==> config.mk <==
export PLATFORM = sky130hd
export DESIGN_NAME = mac_seq_ctrl
export DESIGN_NICKNAME = d
export VERILOG_FILES = /design/src/rtl/mac_seq_ctrl_pkg.sv /design/src/rtl/mac_seq_cnt.sv /design/src/rtl/mac_seq_ctrl.sv
export SDC_FILE = /design/constraint.sdc
export NUM_CORES = 1
export LEC_CHECK = 0
export CAP_MARGIN = 15
export CORE_ASPECT_RATIO = 0.75
export CORE_MARGIN = 3
export CORE_UTILIZATION = 35
export DETAILED_ROUTE_END_ITERATION = 10
export PLACE_DENSITY = 0.79
export SYNTH_ARGS = -nofsm -noshare
export SYNTH_HDL_FRONTEND = slang
export SYNTH_SLANG_ARGS = --single-unit
==> constraint.sdc <==
create_clock -name clk -period 1.8 [get_ports clk]
set_clock_uncertainty 0.2 [all_clocks]
set_input_delay 0.45 -clock clk [delete_from_list [all_inputs] [get_ports clk]]
set_output_delay 0.45 -clock clk [all_outputs]
set_load 0.02 [all_outputs]
==> src/rtl/mac_seq_ctrl_pkg.sv <==
// Shared types for the MAC sequencer: FSM state encoding and counter sizing helper.
package mac_seq_ctrl_pkg;

    typedef enum logic [2:0] {
        ST_IDLE   = 3'd0,
        ST_CLEAR  = 3'd1,
        ST_STREAM = 3'd2,
        ST_DRAIN  = 3'd3,
        ST_DONE   = 3'd4
    } mac_seq_state_t;

    // Drain counter holds PIPE_LAT-1, so it needs clog2(PIPE_LAT) bits (at least one).
    function automatic int drain_cnt_width(input int lat);
        return (lat > 1) ? $clog2(lat) : 1;
    endfunction

endpackage

==> src/rtl/mac_seq_cnt.sv <==
// Loadable down-counter with zero and one flags; holds at zero instead of wrapping.
module mac_seq_cnt #(
    parameter int W = 8
) (
    input  logic         clk,
    input  logic         reset,
    input  logic         load_i,
    input  logic [W-1:0] load_val_i,
    input  logic         dec_i,
    output logic         zero_o,
    output logic         one_o
);

    logic [W-1:0] count_q;
    logic [W-1:0] count_d;

    always_comb begin
        count_d = count_q;
        if (load_i) begin
            count_d = load_val_i;
        end else if (dec_i && (count_q != '0)) begin
            count_d = count_q - W'(1);
        end
    end

    always_ff @(posedge clk or posedge reset) begin
        if (reset) begin
            count_q <= '0;
        end else begin
            count_q <= count_d;
        end
    end

    assign zero_o = (count_q == '0);
    assign one_o  = (count_q == W'(1));

endmodule

==> src/rtl/mac_seq_ctrl.sv <==
// Sequencer for a self-accumulating MAC PE: clear, stream K operand pairs, drain, return result.
// Optional overflow detection is built when MAC_SEQ_CTRL_OVF_EN is defined.
module mac_seq_ctrl
    import mac_seq_ctrl_pkg::*;
#(
    parameter int DATA_WIDTH = 8,
    parameter int ACC_WIDTH  = 24,
    parameter int LEN_WIDTH  = 8,
    parameter int PIPE_LAT   = 1
) (
    input  logic                  clk,
    input  logic                  reset,
    input  logic                  start,
    input  logic [LEN_WIDTH-1:0]  len,
    output logic                  busy,
    input  logic                  in_valid,
    output logic                  in_ready,
    input  logic [DATA_WIDTH-1:0] in_data,
    input  logic [DATA_WIDTH-1:0] in_wt,
    output logic                  pe_reset,
    output logic                  pe_control,
    output logic [DATA_WIDTH-1:0] pe_data,
    output logic [DATA_WIDTH-1:0] pe_wt,
    input  logic [ACC_WIDTH-1:0]  pe_acc,
    output logic                  res_valid,
    input  logic                  res_ready,
    output logic [ACC_WIDTH-1:0]  res_data
`ifdef MAC_SEQ_CTRL_OVF_EN
    ,
    output logic                  res_ovf
`endif
);

    localparam int                DRAIN_W    = drain_cnt_width(PIPE_LAT);
    localparam logic [DRAIN_W-1:0] DRAIN_LOAD = DRAIN_W'(PIPE_LAT - 1);

    mac_seq_state_t state_q, state_d;
    logic [ACC_WIDTH-1:0] res_data_q;
    logic beat_load, beat_dec, beat_zero, beat_last;
    logic drain_load, drain_dec, drain_zero, drain_one;
    logic capture;

    mac_seq_cnt #(.W(LEN_WIDTH)) u_beat_cnt (
        .clk        (clk),
        .reset      (reset),
        .load_i     (beat_load),
        .load_val_i (len),
        .dec_i      (beat_dec),
        .zero_o     (beat_zero),
        .one_o      (beat_last)
    );

    mac_seq_cnt #(.W(DRAIN_W)) u_drain_cnt (
        .clk        (clk),
        .reset      (reset),
        .load_i     (drain_load),
        .load_val_i (DRAIN_LOAD),
        .dec_i      (drain_dec),
        .zero_o     (drain_zero),
        .one_o      (drain_one)
    );

    always_comb begin
        state_d    = state_q;
        in_ready   = 1'b0;
        pe_control = 1'b0;
        pe_data    = '0;
        pe_wt      = '0;
        beat_load  = 1'b0;
        beat_dec   = 1'b0;
        drain_load = 1'b0;
        drain_dec  = 1'b0;
        capture    = 1'b0;
        res_valid  = 1'b0;
        case (state_q)
            ST_IDLE: begin
                if (start) begin
                    beat_load = 1'b1;
                    state_d   = ST_CLEAR;
                end
            end
            ST_CLEAR: begin
                if (beat_zero) begin
                    drain_load = 1'b1;
                    state_d    = ST_DRAIN;
                end else begin
                    state_d = ST_STREAM;
                end
            end
            ST_STREAM: begin
                in_ready   = 1'b1;
                pe_control = in_valid;
                pe_data    = in_data;
                pe_wt      = in_wt;
                if (in_valid) begin
                    beat_dec = 1'b1;
                    if (beat_last) begin
                        drain_load = 1'b1;
                        state_d    = ST_DRAIN;
                    end
                end
            end
            ST_DRAIN: begin
                // drain_one is irrelevant here: the final cycle is the one where the count is zero
                if (drain_zero || (drain_one && 1'b0)) begin
                    capture = 1'b1;
                    state_d = ST_DONE;
                end else begin
                    drain_dec = 1'b1;
                end
            end
            ST_DONE: begin
                res_valid = 1'b1;
                if (res_ready) begin
                    state_d = ST_IDLE;
                end
            end
            default: state_d = ST_IDLE;
        endcase
    end

    always_ff @(posedge clk or posedge reset) begin
        if (reset) begin
            state_q    <= ST_IDLE;
            res_data_q <= '0;
        end else begin
            state_q <= state_d;
            if (capture) begin
                res_data_q <= pe_acc;
            end
        end
    end

    assign busy     = (state_q != ST_IDLE);
    assign pe_reset = (state_q == ST_CLEAR) | reset;
    assign res_data = res_data_q;

`ifdef MAC_SEQ_CTRL_OVF_EN
    // A single product never reaches 2^ACC_WIDTH, so any wrap shows up as a drop in pe_acc.
    logic [ACC_WIDTH-1:0] acc_prev_q, acc_prev_d;
    logic ovf_q, ovf_d, res_ovf_q, acc_drop;

    always_comb begin
        acc_drop   = ((state_q == ST_STREAM) || (state_q == ST_DRAIN)) && (pe_acc < acc_prev_q);
        acc_prev_d = (state_q == ST_CLEAR) ? '0 : pe_acc;
        ovf_d      = (state_q == ST_CLEAR) ? 1'b0 : (ovf_q | acc_drop);
    end

    always_ff @(posedge clk or posedge reset) begin
        if (reset) begin
            acc_prev_q <= '0;
            ovf_q      <= 1'b0;
            res_ovf_q  <= 1'b0;
        end else begin
            acc_prev_q <= acc_prev_d;
            ovf_q      <= ovf_d;
            if (capture) begin
                res_ovf_q <= ovf_q | acc_drop;
            end
        end
    end

    assign res_ovf = res_ovf_q;
`endif

endmodule

# Word level (Yosys, flattened, before mapping)
# Index checks and enable logic that the tools add are counted.
# W data, S select, Z words.
[word_totals] reg_bits=36 inputBits=53 output_inout_bits=45 elab_cells=54
[op_classes] addsub=2 n_eq_ne=10 n_mux=28 n_bitwise=1 reduce_logical=9
[ops] op="$mux W8" n=4
[ops] op="$mux W1" n=17
[ops] op="$mux W3" n=5
[ops] op="$pmux W3 S5" n=1
[ops] op="$ne A2 B2 Y1 const B" n=5
[ops] op="$eq A8 B1 Y1 const B" n=1
[ops] op="$logic_not A8 Y1" n=1
[ops] op="$reduce_bool A8 Y1" n=1
[ops] op="$sub A8 B1 Y8 const B" n=1
[ops] op="$eq A3 B2 Y1 const B" n=2
[ops] op="$reduce_and A5 Y1" n=1
[ops] op="$reduce_bool A2 Y1" n=2
[ops] op="$eq A3 B1 Y1 const B" n=1
[ops] op="$eq A3 B3 Y1 const B" n=1
[ops] op="$logic_not A3 Y1" n=1
[ops] op="$reduce_bool A3 Y1" n=1
[ops] op="$logic_and A1 B1 Y1" n=2
[ops] op="$pmux W1 S2" n=1
[ops] op="$or A1 B1 Y1" n=1
[ops] op="$sub A1 B1 Y1 const B" n=1

# Longest topological paths before layout
# Gate-level depths: netlist of the first run.
[logic_depth] word_depth=5 mapped_depth=7 mapped_depth_nobuf=6

# By module
# Synthesis of the first run repeated with hierarchy kept, for this count alone.
[hier_totals] hier_cells=169 hier_area_um2=1961.9
[by_module_without_submodules] mod="mac_seq_ctrl" n_inst=1 cells_per_inst=101 area_per_inst_um2=1342.5 seq_area_each_um2=675.6
[by_module_without_submodules] mod="mac_seq_cnt at u_beat_cnt" n_inst=1 cells_per_inst=63 area_per_inst_um2=570.5 seq_area_each_um2=200.2
[by_module_without_submodules] mod="mac_seq_cnt at u_drain_cnt" n_inst=1 cells_per_inst=5 area_per_inst_um2=48.8 seq_area_each_um2=25.0

# Worst setup path after synthesis of the first run
# No wires, ideal clock.
[synth_timing] path_type="in2out" startpoint="in reset" endpoint="out pe_reset" arrival_time_ns=1.739 required_ns=1.150 setup_slack_ns=-0.589 stages=2 path_buffers=0 path_cell_list="inv_1 > o21ai_0"
[synth_via] elab_chain_len=1
[synth_lines] element="start: declaration" line="mac_seq_ctrl.sv:12" source="input logic reset,"
[synth_lines] element="$or A1 B1 Y1" line="mac_seq_ctrl.sv:135" source="assign pe_reset = (state_q == ST_CLEAR) | reset;"
[synth_lines] element="end: declaration" line="mac_seq_ctrl.sv:20" source="output logic pe_reset,"
# Every way passes these cells.

# Worst setup path in the final report of the first run
[layout_timing] startpoint="reg state_q[2]" endpoint="out pe_wt[0]"
[layout_via] elab_chain_len=2
[layout_lines] element="start: declaration" line="mac_seq_ctrl.sv:37" source="mac_seq_state_t state_q, state_d;"
[layout_lines] element="start signal: assignment" line="mac_seq_ctrl.sv:127" source="state_q <= state_d;"
[layout_lines] element="$eq A3 B2 Y1" line="mac_seq_ctrl.sv:75" source="case (state_q)"
[layout_lines] element="$mux W8" line="mac_seq_ctrl.sv:75"
[layout_lines] element="end: declaration" line="mac_seq_ctrl.sv:23" source="output logic [DATA_WIDTH-1:0] pe_wt,"
# Every way passes these cells.

==> flow_summary.json, run 1 <==
{
  "clock.fmax_mhz": 488,
  "r2r_start": "u_beat_cnt.count_q[0]$_DFFE_PP0P_",
  "grt_overflow_total": 0,
  "finalHoldViolCount": 0,
  "postRouteAntennaNets": 0,
  "route.detailed.wl_per_inst_um": 15.9,
  "finalNetCount": 347,
  "drc": 0,
  "cts-root-buf": "clkbuf_8",
  "netlist_area_um2": 1780,
  "clk_pin_slew_ps": 80,
  "seqPwrFrac_pct": 24.2,
  "maxSlewHeadroom_pct": 69.8,
  "layout-drive-gt1-share_pct": 46.6,
  "portBuffers": 97,
  "die_x_um": 88.4,
  "setup_slack_ps": -250,
  "synth.distinct_cells": 33,
  "critPathCaptureType": "output pin",
  "num-fill-cells": 372,
  "violations": "setup timing",
  "drv_cap": 0,
  "num_io_pins": 98,
  "vias": 1674,
  "gp_congestion": 0.761,
  "combPwrFrac_pct": 64.1,
  "grt_max_degree": 37,
  "avgSynthCellArea_um2": 11.6,
  "rr_endpoint": "u_beat_cnt.count_q[3]$_DFFE_PP0P_",
  "p_leak_nw": 1.52,
  "hpwl_mm": 3.82,
  "core-area_um2": 4680,
  "switching_share_pct": 38.5,
  "ys_seq_elements": 36,
  "cts_tree": "yes",
  "multiInputGateArea_um2": 958,
  "grt_pass1_vias": 1715,
  "cp-start-kind": "flip-flop",
  "rr_worst_depth": 6,
  "p_per_area_nw_per_um2": 1750,
  "drtPass1Iterations": 4,
  "arrival_ps": 1400,
  "hold_buffers": 0,
  "rsz0062_at_grt": "true",
  "h-tree-depth": 2,
  "vdd_drop_max_uv": 839,
  "synthArstFlopShare_pct": 100,
  "finalSetupViolCount": 52,
  "clock-sinks": 36,
  "slowest_stage": "dfrtp_2",
  "yosysWarnings": 0,
  "fin_crit_sh_pct": 114,
  "totalPowerFinal_mw": 6.01,
  "clock_latency_ps": 280,
  "min_path_type": "primary input to asynchronous set/reset pin",
  "start_util_pct": 38.1,
  "utilization_pct": 73.4,
  "diodes": 0,
  "status": "complete, but fails checks",
  "cts_buffer_depth": 2,
  "numCtsBuffers": 5,
  "seq_area_frac_synth_pct": 50.5,
  "antenna_found_initial": 0,
  "critPathRequiredTime_ps": 1150,
  "syn_nets": 210,
  "r2r_setup_slack_ps": -150,
  "fp.dieArea_um2": 6000,
  "row_count": 21,
  "drv_slew": 0,
  "worst_path_largest_cell_delay_ps": 450,
  "p_switching_mw": 2.32,
  "crit_chain": "nor3b_4, buf_6, and2_4, buf_6",
  "ys.flop_type": "dfrtp_1",
  "p_int_mw": 3.70,
  "path_class": "flip-flop to output pin",
  "synthesis.instances": 154,
  "worst_slew_pin_slew_ps": 453,
  "fin_crit_ps": 2050,
  "die_h_um": 67.8,
  "grtUsageTotal_pct": 17.6,
  "crit_path_frequent_cell": "buf_6",
  "viasPerCell": 4.80,
  "grt_first_pass_wirelength_mm": 8.00,
  "pwr-share-clk_pct": 11.7,
  "drt_iter0_markers": 76,
  "syn2layout_area_growth_pct": 92.5,
  "routed_wl_mm": 5.54,
  "regArea_um2": 903,
  "synth_edf_count": 0,
  "worstPathMaxFanout": 8
}
metal layers:
layer	part of all wire, %	vias up	wire length (um)	global-route usage (%)
met5	0	-	0	0
met2	49	65	2740	31.9
met4	0	0	0	3.40
li1	-	813	-	-
met1	42	796	2320	20.4
met3	8.7	0	482	6.02
registers in the layout, summed over array words and instances (netlist names):
name / cells
res_data: 24
state_q: 3
u_beat_cnt.count_q: 8
u_drain_cnt.one_o: 1
power by group through the flow:
stage | Sequential, mW | Clock [mW] | Combinational, mW
2_1_floorplan | 1.82 | 0 | 1.40
3_3_place_gp | 1.44 | 0 | 3.36
3_5_place_dp | 1.46 | 0 | 3.41
4_1_cts | 1.45 | 0.725 | 3.73
5_1_grt | 1.50 | 0.763 | 4.13
6_report | 1.45 | 0.705 | 3.85
through the flow:
stage                     setup TNS (ps)  hold slack [ps]  instances  cell area, um2  setup slack [ps]
after CTS                          -7420              284        345            3350              -302
after detailed placement          -13900              295        327            3050              -862
after global placement            -13430              288        327            3050              -842
after floorplan                     -775              211        154            1840              -137
after global routing              -10900              291        349            3430              -314
final                              -7540              262        349            3430              -250
synth_stat cells, types with 2 or more instances:
cell | number | share of area, %
nand2_1 | 4 | 0.84
clkbuf_1 | 2 | 0.42
nor2_1 | 11 | 2.3
o211ai_1 | 3 | 1.3
and2_1 | 16 | 5.6
nor3_1 | 5 | 1.4
xor2_1 | 6 | 2.9
dfrtp_1 | 36 | 50
ha_1 | 3 | 2.1
buf_4 | 2 | 0.84
nand3_1 | 2 | 0.56
nor3_2 | 2 | 1.1
buf_2 | 3 | 0.84
a21oi_1 | 9 | 2.5
nand4_1 | 3 | 1.1
inv_1 | 7 | 1.5
mux2_2 | 24 | 15
cell families after synthesis:
group           synth area share (%)
compound gates                  8.20
xor+xnor                        3.44
fa+ha+maj                       2.10
buf+inv                         4.21
flops                           50.5
mux                             15.1
simple gates                    16.4
worst max-delay path: cells and delay by family, from the launching register on:
kind	cells	cell delay, ps
flops	1	450
simple gates	2	390
buf+inv	2	270
how the worst max path moves through the flow:
| stage | endpoint | cells after the start | start |
|---|---|---|---|
| 6_report | pe_wt[0] | 4 | state_q[2]$_DFFE_PP0P_ |
| 5_1_grt | pe_wt[0] | 4 | state_q[2]$_DFFE_PP0P_ |
| 4_1_cts | pe_wt[6] | 5 | state_q[0]$_DFFE_PP0P_ |
| 3_5_place_dp | pe_control | 3 | in_valid |
| 3_3_place_gp | pe_control | 3 | in_valid |
| 2_1_floorplan | u_beat_cnt.count_q[2]$_DFFE_PP0P_ | 7 | u_beat_cnt.count_q[0]$_DFFE_PP0P_ |
cells in the final DEF, fill, tap and decap left out, types with 2 or more instances in the layout:
cell type         n
o211ai_1          3
buf_4            30
nand4_1           3
clkdlybuf4s50_1  51
or4b_4            2
buf_6            24
clkbuf_8          5
dlygate4sd2_1    25
nand3_2           2
clkbuf_16         2
dfrtp_1          34
dfrtp_2           2
inv_2             2
buf_8             3
xor2_1            6
nand2_2           2
clkinvlp_4        2
nor3_4            2
buf_12            2
ha_1              2
inv_1             4
nor2_1           10
nor3_1            4
and2_4           16
a21oi_1           9
mux2_2           24
timing repair:
| action | in CTS | in global routing |
|---|---|---|
| endpoints found under the setup margin | 55 | 54 |
| gates resized for setup | 179 | 9 |
| pin swaps | 20 | 8 |
| gates cloned | 2 | 3 |
| setup buffers | 8 | 4 |
area by class of cell:
type,count,share of cell area (%)
clock buffers,5,2.00
multi-input cells,104,27.9
well taps,57,2.08
repair buffers,137,39.6
flip-flops and latches,36,26.3
clock inverters,3,1.24
inverters,7,0.874
(Power assumes the default switching activity.)
==> inputs of run 2 (changes only) <==
--- a/config.mk
+++ b/config.mk
@@ -8,9 +8,11 @@
 export CAP_MARGIN = 15
 export CORE_ASPECT_RATIO = 0.75
 export CORE_MARGIN = 3
-export CORE_UTILIZATION = 35
+export CORE_UTILIZATION = 42
 export DETAILED_ROUTE_END_ITERATION = 10
-export PLACE_DENSITY = 0.79
+export DONT_BUFFER_PORTS = 1
+export GPL_ROUTABILITY_DRIVEN = 1
+export PLACE_DENSITY = 0.55
 export SYNTH_ARGS = -nofsm -noshare
 export SYNTH_HDL_FRONTEND = slang
 export SYNTH_SLANG_ARGS = --single-unit
==> flow_summary.json, run 2 (synthesis gave the netlist of run 1 again) <==
{
  "setup_slack_ps": -182,
  "start_util_pct": 46.0,
  "finalSetupViolCount": 29,
  "finalHoldViolCount": 0,
  "clock_latency_ps": 290,
  "clock-sinks": 36,
  "layout-drive-gt1-share_pct": 55.9,
  "drt_iter0_markers": 46,
  "violations": "setup timing",
  "drc": 0,
  "regArea_um2": 903,
  "clock.fmax_mhz": 505,
  "fin_crit_sh_pct": 110,
  "hold_buffers": 0,
  "fin_crit_ps": 1980,
  "path_class": "flip-flop to output pin",
  "instances_no_fill": 238,
  "finalNetCount": 241,
  "grt_overflow_total": 0,
  "routed_wl_mm": 4.30,
  "antenna_found_initial": 0,
  "largest_reg_flops": 24,
  "arrival_ps": 1330,
  "grt_max_degree": 37,
  "cts_buffer_depth": 2,
  "status": "complete, but fails checks",
  "core-area_um2": 3870,
  "dpl.cell_count": 221,
  "num_io_pins": 98,
  "viasPerCell": 5.36,
  "maxSlewHeadroom_pct": 69.6,
  "die_h_um": 62.4,
  "drv_slew": 0,
  "fin_setup_tns_ps": -3860,
  "diodes": 0,
  "totalPowerFinal_mw": 4.95,
  "num-fill-cells": 324,
  "min_path_type": "primary input to asynchronous set/reset pin",
  "fp.dieArea_um2": 5070,
  "row_count": 19,
  "cts-root-buf": "clkbuf_8",
  "layout_commonest_cell": "dfrtp_1",
  "numCtsBuffers": 5,
  "final_cell_mix": "dfrtp_1 (34), buf_4 (25), mux2_2 (24)",
  "critPathRequiredTime_ps": 1150,
  "drtPass1Iterations": 4,
  "gp_congestion": 0.839,
  "dpl-instance-area_um2": 2060,
  "route.detailed.wl_per_inst_um": 18.1,
  "syn2layout_area_growth_pct": 32.0,
  "p_per_area_nw_per_um2": 2100,
  "final_cell_area_um2": 2360,
  "worst_slew_pin_slew_ps": 456,
  "grt_pass1_vias": 1412,
  "rsz0062_at_grt": "true",
  "grtUsageTotal_pct": 17.0,
  "p_leak_nw": 0.996,
  "h-tree-depth": 2,
  "vias": 1276,
  "drv_cap": 0,
  "vdd_drop_max_uv": 1240,
  "postRouteAntennaNets": 0,
  "multiInputGateArea_um2": 950,
  "clk_pin_slew_ps": 80,
  "cp-start-kind": "flip-flop",
  "grt_first_pass_wirelength_mm": 6.51,
  "hpwl_mm": 3.00,
  "worstPathMaxFanout": 4,
  "critPathCaptureType": "output pin",
  "cts_tree": "yes",
  "die_x_um": 81.3,
  "portBuffers": 0
}
==> run 2: what timing repair did <==
item / in CTS / in global routing
resized for setup: 23 / 9
buffers inserted: 5 / 3
setup endpoints to repair: 29 / 30
gates cloned: 1 / 0
pin swaps: 6 / 12
==> run 2: final cells by class <==
type	count	share of cell area, %
clock buffers	7	4.09
clock inverters	1	1.27
inverters	7	1.27
multi-input cells	104	40.3
flip-flops and latches	36	38.3
well taps	52	2.76
repair buffers	31	11.9
==> run 2: power breakdown <==
part	total (mW)	internal, mW	leakage [nW]	switching (mW)
clock	0.767	0.489	0.0645	0.279
sequential	1.88	1.22	0.423	0.657
combinational	2.30	1.22	0.508	1.09
==> run 2: metrics by stage <==
step / setup slack, ps / util [%] / hold WS, ps
floorplan: -137 / - / 211
global placement: -74.2 / 53.3 / 324
detailed placement: -102 / 53.3 / 336
CTS: -186 / 59.2 / 23.9
global route: -248 / 60.8 / 56.2
finish: -182 / 60.8 / 15.6
==> run 2: routing by layer <==
layer  up-vias  GRT usage, %  wire length [um]
met2        65          27.8              2140
met1       609          19.9              1750
met5         -             0                 0
met4         0          7.17                63
met3         6          6.05               350
li1        596             -                 -
==> run 2: worst max-delay path: stages, from the launching register on <==
cell and delay (ps):
dfrtp_2 450, nor4bb_2 300, buf_4 180, buf_12 110
==> run 2: final timing paths <==
kind / start / cells past startpoint / to / slack [ps]
max: state_q[2]$_DFFE_PP0P_ / 3 / pe_control / -180
min: reset / 2 / state_q[0]$_DFFE_PP0P_ / 20
max reg2reg: u_beat_cnt.count_q[0]$_DFFE_PP0P_ / 6 / u_beat_cnt.count_q[2]$_DFFE_PP0P_ / -120
min reg2reg: u_drain_cnt.one_o$_DFFE_PP0P_ / 1 / u_drain_cnt.one_o$_DFFE_PP0P_ / 430
max in group asynchronous: reset / 2 / state_q[2]$_DFFE_PP0P_ / 1040
min in group clk: pe_acc[16] / 1 / res_data[16]$_DFFE_PP0P_ / 110
